### src/rtl/ultra_pkg.sv
// ============================================================================
// Module  : ultra_pkg
// Purpose : Shared FSM state type and clock-derived timing helpers for the
//           ultrasonic scanner.
// Revision: 1.0 - initial release
// ============================================================================
`default_nettype none

package ultra_pkg;

    typedef enum logic [2:0] {
        ST_IDLE      = 3'd0,
        ST_TRIG      = 3'd1,
        ST_WAIT_RISE = 3'd2,
        ST_MEASURE   = 3'd3,
        ST_STORE     = 3'd4,
        ST_GAP       = 3'd5
    } state_t;

    // Round-trip echo time for one centimetre of range.
    localparam int US_PER_CM = 58;

    function automatic int cycles_per_us(input int clk_hz);
        return clk_hz / 1000000;
    endfunction

    function automatic int us_to_cycles(input int clk_hz, input int us);
        return cycles_per_us(clk_hz) * us;
    endfunction

    function automatic int ms_to_cycles(input int clk_hz, input int ms);
        return (clk_hz / 1000) * ms;
    endfunction

    function automatic int cm_to_cycles(input int clk_hz);
        return us_to_cycles(clk_hz, US_PER_CM);
    endfunction

endpackage

`default_nettype wire

### src/rtl/echo_sync.sv
// ============================================================================
// Module  : echo_sync
// Purpose : Two-flop synchroniser for the raw echo inputs with rise/fall
//           pulses generated from the synchronised level.
// Revision: 1.0 - initial release
// ============================================================================
`default_nettype none

module echo_sync #(
    parameter int WIDTH = 1
) (
    input  logic             clk,
    input  logic             reset,
    input  logic [WIDTH-1:0] din,
    output logic [WIDTH-1:0] rise,
    output logic [WIDTH-1:0] fall
);

    logic [WIDTH-1:0] r_meta;
    logic [WIDTH-1:0] r_sync;
    logic [WIDTH-1:0] r_prev;

    always_ff @(posedge clk or negedge reset) begin
        if (!reset) begin
            r_meta <= '0;
            r_sync <= '0;
            r_prev <= '0;
        end else begin
            r_meta <= din;
            r_sync <= r_meta;
            r_prev <= r_sync;
        end
    end

    assign rise = r_sync & ~r_prev;
    assign fall = ~r_sync & r_prev;

endmodule

`default_nettype wire

### src/rtl/ultrasonic_scanner.sv
// ============================================================================
// Module  : ultrasonic_scanner
// Purpose : Round-robin HC-SR04 style scanner: triggers each channel, times
//           the echo into centimetres and keeps sticky per-channel results.
//           Optional proximity alarm with macro ULTRASONIC_ALARM_EN.
// Revision: 1.0 - initial release
// ============================================================================
`default_nettype none

module ultrasonic_scanner
    import ultra_pkg::*;
#(
    parameter int CLK_HZ     = 50000000,
    parameter int N_CH       = 4,
    parameter int CM_W       = 16,
    parameter int TRIG_US    = 10,
    parameter int TIMEOUT_US = 30000,
    parameter int GAP_MS     = 60
) (
    input  logic                                   clk,
    input  logic                                   reset,
    input  logic                                   enable,
    input  logic [N_CH-1:0]                        echo,
    output logic [N_CH-1:0]                        trigger,
    output logic [N_CH*CM_W-1:0]                   cm,
    output logic [N_CH-1:0]                        valid,
    output logic [N_CH-1:0]                        timeout,
    output logic                                   done,
    output logic [((N_CH > 1) ? $clog2(N_CH) : 1)-1:0] ch_idx
`ifdef ULTRASONIC_ALARM_EN
    ,
    input  logic [CM_W-1:0]                        thresh,
    output logic [N_CH-1:0]                        near
`endif
);

    localparam int CH_W = (N_CH > 1) ? $clog2(N_CH) : 1;

    localparam logic [31:0]     c_trig_last = 32'(us_to_cycles(CLK_HZ, TRIG_US) - 1);
    localparam logic [31:0]     c_tmo_last  = 32'(us_to_cycles(CLK_HZ, TIMEOUT_US) - 1);
    localparam logic [31:0]     c_gap_last  = 32'(ms_to_cycles(CLK_HZ, GAP_MS) - 1);
    localparam logic [31:0]     c_cm_last   = 32'(cm_to_cycles(CLK_HZ) - 1);
    localparam logic [CH_W-1:0] c_ch_max    = CH_W'(N_CH - 1);

    state_t          r_state;
    state_t          w_state_nx;
    logic [CH_W-1:0] r_ch;
    logic [31:0]     r_timer;
    logic [31:0]     r_sub;
    logic [CM_W-1:0] r_acc;
    logic            r_tmo;
    logic            w_tmo_nx;
    logic [N_CH-1:0] w_rise;
    logic [N_CH-1:0] w_fall;
    logic            w_rise_ch;
    logic            w_fall_ch;
    logic            w_timer_clr;
    logic            w_gap_end;

    echo_sync #(
        .WIDTH (N_CH)
    ) u_echo_sync (
        .clk   (clk),
        .reset (reset),
        .din   (echo),
        .rise  (w_rise),
        .fall  (w_fall)
    );

    assign w_rise_ch = w_rise[r_ch];
    assign w_fall_ch = w_fall[r_ch];
    assign w_gap_end = (r_state == ST_GAP) && (r_timer == c_gap_last);

    always_comb begin
        w_state_nx = r_state;
        w_tmo_nx   = r_tmo;
        case (r_state)
            ST_IDLE: begin
                if (enable) w_state_nx = ST_TRIG;
            end
            ST_TRIG: begin
                if (r_timer == c_trig_last) w_state_nx = ST_WAIT_RISE;
            end
            ST_WAIT_RISE: begin
                if (w_rise_ch) begin
                    w_state_nx = ST_MEASURE;
                end else if (r_timer == c_tmo_last) begin
                    w_state_nx = ST_STORE;
                    w_tmo_nx   = 1'b1;
                end
            end
            ST_MEASURE: begin
                if (w_fall_ch) begin
                    w_state_nx = ST_STORE;
                    w_tmo_nx   = 1'b0;
                end else if (r_timer == c_tmo_last) begin
                    w_state_nx = ST_STORE;
                    w_tmo_nx   = 1'b1;
                end
            end
            ST_STORE: begin
                w_state_nx = ST_GAP;
            end
            ST_GAP: begin
                if (w_gap_end) w_state_nx = enable ? ST_TRIG : ST_IDLE;
            end
            default: begin
                w_state_nx = ST_IDLE;
            end
        endcase
    end

    // The timeout budget spans WAIT_RISE and MEASURE, so that hop keeps counting.
    assign w_timer_clr = (w_state_nx != r_state) &&
                         !((r_state == ST_WAIT_RISE) && (w_state_nx == ST_MEASURE));

    always_ff @(posedge clk or negedge reset) begin
        if (!reset) begin
            r_state <= ST_IDLE;
            r_ch    <= '0;
            r_timer <= '0;
            r_sub   <= '0;
            r_acc   <= '0;
            r_tmo   <= 1'b0;
        end else begin
            r_state <= w_state_nx;
            r_tmo   <= w_tmo_nx;

            if (w_timer_clr) begin
                r_timer <= '0;
            end else if (r_state != ST_IDLE) begin
                r_timer <= r_timer + 32'd1;
            end

            // The fall-detect cycle is counted too; it balances the rise-detect cycle.
            if (r_state == ST_MEASURE) begin
                if (r_sub == c_cm_last) begin
                    r_sub <= '0;
                    if (r_acc != '1) r_acc <= r_acc + 1'b1;
                end else begin
                    r_sub <= r_sub + 32'd1;
                end
            end else begin
                r_sub <= '0;
                r_acc <= '0;
            end

            if (w_gap_end) r_ch <= (r_ch == c_ch_max) ? '0 : r_ch + 1'b1;
        end
    end

    always_comb begin
        trigger = '0;
        if (r_state == ST_TRIG) trigger[r_ch] = 1'b1;
    end

    always_ff @(posedge clk or negedge reset) begin
        if (!reset) begin
            cm      <= '0;
            valid   <= '0;
            timeout <= '0;
            done    <= 1'b0;
            ch_idx  <= '0;
`ifdef ULTRASONIC_ALARM_EN
            near    <= '0;
`endif
        end else begin
            done <= (r_state == ST_STORE);
            if (r_state == ST_STORE) begin
                ch_idx <= r_ch;
                for (int i = 0; i < N_CH; i++) begin
                    if (r_ch == CH_W'(i)) begin
                        cm[i*CM_W +: CM_W] <= r_tmo ? '0 : r_acc;
                        valid[i]           <= ~r_tmo;
                        timeout[i]         <= r_tmo;
`ifdef ULTRASONIC_ALARM_EN
                        near[i]            <= ~r_tmo && (r_acc < thresh);
`endif
                    end
                end
            end
        end
    end

endmodule

`default_nettype wire

### config.mk
export PLATFORM = sky130hd
export DESIGN_NAME = ultrasonic_scanner
export DESIGN_NICKNAME = d
export VERILOG_FILES = /design/src/rtl/ultra_pkg.sv /design/src/rtl/echo_sync.sv /design/src/rtl/ultrasonic_scanner.sv
export SDC_FILE = /design/constraint.sdc
export NUM_CORES = 1
export LEC_CHECK = 0
export ABC_AREA = 1
export CAP_MARGIN = 40
export CORE_MARGIN = 4
export CORE_UTILIZATION = 40
export DETAILED_ROUTE_END_ITERATION = 10
export SYNTH_ARGS = -nofsm -noshare
export SYNTH_HDL_FRONTEND = slang
export SYNTH_SLANG_ARGS = --single-unit
### constraint.sdc
create_clock -name clk -period 2.7 [get_ports clk]
set_clock_uncertainty 0.15 [all_clocks]
set_input_delay 0.54 -clock clk [delete_from_list [all_inputs] [get_ports clk]]
set_output_delay 0.54 -clock clk [all_outputs]
set_load 0.05 [all_outputs]
After elaboration in Yosys (flattened, before gate mapping)
Cells that the tools add are included.
{"block": "classes", "eq_ne": 18, "n_mux": 28, "magnitude_cmp": 2, "bitwise": 5, "n_reduce_logical": 16, "addsub": 4}
{"cell": "32-bit two-way mux", "count": 4}
{"cell": "32-bit by 1-bit adder with 32-bit output (second input constant)", "count": 2}
{"cell": "16-bit two-way mux", "count": 4}
{"cell": "32-bit by 12-bit == test with 1-bit output (second input constant)", "count": 1}
{"cell": "32-bit by 21-bit == test with 1-bit output (second input constant)", "count": 1}
{"cell": "32-bit by 22-bit == test with 1-bit output (second input constant)", "count": 1}
{"cell": "32-bit by 9-bit == test with 1-bit output (second input constant)", "count": 1}
{"cell": "3-bit two-way mux", "count": 6}
{"cell": "3-bit one-hot mux with 6 select lines", "count": 1}
{"cell": "16-bit by 1-bit adder with 16-bit output (second input constant)", "count": 1}
{"cell": "16-bit != test (second input constant)", "count": 1}
{"cell": "2-bit AND reduction", "count": 6}
{"cell": "3-bit by 2-bit == test with 1-bit output (second input constant)", "count": 3}
{"cell": "4-bit AND", "count": 2}
{"cell": "4-bit inverter", "count": 2}
{"cell": "1-bit two-way mux", "count": 7}
{"cell": "3-bit == test (second input constant)", "count": 2}
{"cell": "1-bit binary-select mux with 2-bit select", "count": 2}
{"cell": "2-bit == test (second input constant)", "count": 2}
{"cell": "1-bit logical AND", "count": 4}
{"cell": "4-bit two-way mux", "count": 1}
{"cell": "2-bit by 1-bit != test with 1-bit output (second input constant)", "count": 2}
{"cell": "2-bit nonzero test", "count": 2}
{"cell": "3-bit by 1-bit == test with 1-bit output (second input constant)", "count": 1}
{"cell": "other kinds (14)", "count": 14}
{"block": "word_totals", "input_bits": 7, "regBits": 173, "out_inout_bits": 79, "elab_cells": 96}

Logic depth before layout (Yosys ltp)
{"block": "logic_depth", "ltp_word": 11, "ltp_mapped": 15, "depth_no_buf": 14}

Cells and area by module
From an unflattened synthesis, not the netlist that was laid out.
{"block": "hier_totals", "hier_cells": 1120, "hier_area_um2": 8829.7}
{"module": "ultrasonic_scanner", "area_per_inst_um2": 8469.4, "n_inst": 1, "cells_per_inst": 1092}
{"module": "echo_sync", "area_per_inst_um2": 360.3, "n_inst": 1, "cells_per_inst": 28}

Least setup slack after synthesis
OpenSTA, ideal clock, no wires.
{"block": "synth_timing", "path_type": "register to output", "start": "register r_ch[0]", "end": "output trigger[2]", "arrival_time_ns": 1.413, "n_path_buf": 0, "slack_ns": 0.597, "stages_incl_launch_ff": 5, "path_cell_list": "dfrtp_1 inv_2 ha_1 inv_1 nor2_1"}
{"block": "synth_between", "elab_chain_len": 5, "elab_cells_between_ends": 6, "cone_classes": "2 x order compare; 3 x mux; 1 x reduce/logical"}
{"element": "start, declared", "line_no": "ultrasonic_scanner.sv:47", "rtl": "logic [CH_W-1:0] r_ch;"}
{"element": "start signal, assigned", "line_no": "ultrasonic_scanner.sv:148", "rtl": "if (w_gap_end) r_ch <= (r_ch == c_ch_max) ? '0 : r_ch + 1'b1;"}
{"element": "2-bit by 3-bit less-than comparator with 1-bit output (implied by the code) / 2-bit by 1-bit greater-or-equal comparator with 1-bit output (equally long branches)", "line_no": "ultrasonic_scanner.sv:154", "rtl": "if (r_state == ST_TRIG) trigger[r_ch] = 1'b1;"}
{"element": "1-bit logical AND (implied by the code)", "line_no": "ultrasonic_scanner.sv:154"}
{"element": "1-bit two-way mux (implied by the code)", "line_no": "ultrasonic_scanner.sv:154"}
{"element": "1-bit demux with 2-bit select *", "line_no": "ultrasonic_scanner.sv:154"}
{"element": "4-bit two-way mux *", "line_no": "ultrasonic_scanner.sv:154"}
{"element": "end, declared", "line_no": "ultrasonic_scanner.sv:24", "rtl": "output logic [N_CH-1:0] trigger,"}
Every way passes the cells marked *; elsewhere a longest branch is shown, timed or not.

Final worst setup path
Ends and elaborated chain as after synthesis.

==> results_dict.tcl <==
set metrics [dict create \
    status "completed" \
    ctsLongestPathBuffers 2 \
    syn2layout_area_growth_pct 21.2 \
    syn_area_per_cell_um2 7.97 \
    power.density_nw_per_um2 492 \
    nNetsFinal 1204 \
    yosysMostFrequentCell "nand2_1" \
    overflow 0 \
    rsz0062_at_grt "false" \
    synth_top_area_share_pct 49.8 \
    numCtsBuffers 17 \
    synth_ff_type "dfrtp_1" \
    synthesis.area_um2 8700 \
    grt_max_degree 57 \
    grtUsageMet2_pct 28.8 \
    use_met3_pct 2.48 \
    synth-simple-area-share_pct 32.3 \
    syn_nets 1105 \
    r2r_cells 13 \
    final_area_um2 10500 \
    vias 7306 \
    endpoint "trigger[2]" \
    setup_tns_ps 0 \
    post-dp-hpwl_mm 15.7 \
    reg2reg_from "r_timer[1]" \
    period_share_pct 89.1 \
    synth-seq-area-share_pct 49.8 \
    p_total_mw 5.19 \
    ioPinCount 86 \
    path_class "flip-flop to output pin" \
    max-cap-violations 0 \
    clock.fmax_mhz 416 \
    die-area_um2 24200 \
    async_reset_ff_share_pct 100 \
    synth.top_cells.by_count "369 x nand2_1, 173 x dfrtp_1, 123 x nor2_1" \
    critPathMaxFanout 9 \
    relSlewSlack_pct 56.2 \
    reg2reg_to "r_timer[1]" \
    cts_tree "yes" \
    grt_pass1_vias 7017 \
    port_buffers 85 \
    clock-sinks 173 \
    hold_path_class "flip-flop to flip-flop" \
    yosys.area.top_type "dfrtp_1" \
    worst_pin_slew_ps 651 \
    rows 53 \
    post_cts.repair.setup_buffers 0 \
    finalSetupViolCount 0 \
    critPathRequiredTime_ps 2010 \
    fillCellCount 2066 \
    r2r_setup_slack_ps 460 \
    diodes 0 \
    cts-root-buf "clkbuf_16" \
    synth_compound_area_share_pct 6.07 \
    yosysUniqueCellTypes 41 \
    synthAdderAreaFrac_pct 1.01 \
    start_kind "flip-flop" \
    grt_pass1_wl_mm 35.9 \
    drive_gt1_share_pct 10.6 \
    final_antenna_net_count 0 \
    synthXorXnorAreaFrac_pct 4.53 \
    ir_drop_v 0.000517 \
    cp-startpoint "r_ch[0]" \
    synthMuxAreaShare_pct 0.245 \
    die_h_um 155 \
    drtPass1Iterations 5 \
    cp.arrival_ps 1710 \
    synth_top_family_by_area "simple AND/OR/NAND/NOR gates" \
    insertion_delay_ps 420 \
    synth_edf_count 0 \
    synthTopCellsByArea "dfrtp_1 50%, nand2_1 16%, nor2_1 5.3%, inv_1 4.2%, xor2_1 4.0%" \
    core_area_um2 21200 \
    dpl_cell_area_um2 9940 \
    gp_congestion 0.898 \
    critPathCaptureType "output pin" \
    wirelength_mm 21.4 \
    grt.total_usage_pct 18.2 \
    vias_per_cell 4.94 \
    initial_core_util_pct 41.0 \
    final_max_slew_viol_count 0 \
    synth_seq_cells 173 \
    drt_iter0_markers 451 \
    ys_warn_count 0 \
    period_needed_ps 2400 \
    dieWidth_um 155 \
    met1_usage_pct 26.6 \
    power_leakage_nw 4.84 \
    clk_pin_slew_ps 70 \
    busiest_layer "met2" \
    finalHoldViolCount 0 \
    synthCells 1091 \
    drc 0 \
    grt_antenna_before_repair 0 \
    wl_per_cell_um 14.5 \
    h-tree-depth 4 \
]
==> flip-flops by register name, summed over array words and instances (netlist names) <==
register and count:
done 1, r_ch 2, r_acc 16, u_echo_sync.r_meta 4, valid 4, r_timer 32, r_tmo 1, r_sub 32
u_echo_sync.r_sync 4, u_echo_sync.r_prev 4, r_state 3, cm 64, ch_idx 2, timeout 4
==> worst min path at each step <==
stage	from	end	cells after the start
floorplan	reset	ch_idx[0]	0
global placement	u_echo_sync.r_meta[1]	u_echo_sync.r_sync[1]	0
detailed placement	u_echo_sync.r_meta[1]	u_echo_sync.r_sync[1]	0
CTS	u_echo_sync.r_meta[1]	u_echo_sync.r_sync[1]	0
global route	u_echo_sync.r_meta[2]	u_echo_sync.r_sync[2]	0
finish	u_echo_sync.r_meta[3]	u_echo_sync.r_sync[3]	0
==> logic make-up (layout without fill, tap and decap cells) <==
kind of cell,count (synthesis),count (layout)
multiplexers,2,2
AO/OA/AOI/OAI,76,76
AND/OR/NAND/NOR,655,655
buffers and inverters,133,245
adder cells (fa/ha/maj),7,7
flip-flops,173,173
XOR/XNOR,45,45
==> through the flow <==
stage | setup WS, ps | hold slack, ps | cells | utilization (%)
6_report | 295 | 199 | 1478 | 49.7
5_1_grt | 175 | 206 | 1478 | 49.7
4_1_cts | 262 | 202 | 1478 | 49.7
3_5_place_dp | 508 | 186 | 1445 | 46.8
3_3_place_gp | 524 | 185 | 1445 | 46.8
2_1_floorplan | 597 | 94.4 | 1091 | -
==> per-layer routing <==
| metal | wire (um) | up-vias |
|---|---|---|
| met2 | 9700 | 163 |
| met4 | 201 | 0 |
| met1 | 10600 | 3458 |
| met5 | 0 | - |
| met3 | 915 | 14 |
| li1 | - | 3671 |
==> where the power goes <==
| part | internal, mW | leakage [nW] | total, mW | switching, mW |
|---|---|---|---|---|
| Clock | 1.40 | 0.287 | 2.51 | 1.11 |
| Sequential | 2.60 | 2.38 | 2.60 | 0.00450 |
| Combinational | 0.0192 | 2.18 | 0.0752 | 0.0561 |
| Total | 4.02 | 4.84 | 5.19 | 1.17 |
==> cell usage in the layout, fill, tap and decap left out, types with 4 or more instances in the layout <==
cell               n
nand2_1          369
dfrtp_1          173
nor2_1           123
inv_1             97
clkdlybuf4s50_1   80
nand3_1           49
nor3_1            42
xor2_1            40
a21oi_2           30
o21ai_0           22
nand4_1           20
buf_4             19
nor4_1            17
clkbuf_16         17
inv_2             11
a21oi_1           11
nor2_2             8
nand2_2            7
ha_1               7
inv_6              6
xnor2_1            5
o21a_1             5
nor3b_1            4
==> final cells by class <==
cell class                      instances  area [um^2]  share of cell area [%]
Sequential cell                       173         4330                    41.0
Multi-Input combinational cell        785         3840                    36.4
Timing Repair Buffer                  104         1020                    9.72
Clock buffer                           17          425                    4.03
Inverter                              109          409                    3.88
Tap cell                              275          344                    3.26
Clock inverter                         15          174                    1.65
==> timing repair <==
action                                 in CTS  in global routing
hold buffers                                1                  0
endpoints found under the hold margin      17                  0
resized for setup                           0                  0
==> worst max-delay path: stages, from the launching register on <==
cell     delay, ps
dfrtp_1        480
inv_2          190
ha_1           160
inv_1           50
nor2_1         180
buf_4          230
(Power assumes the default switching activity.)
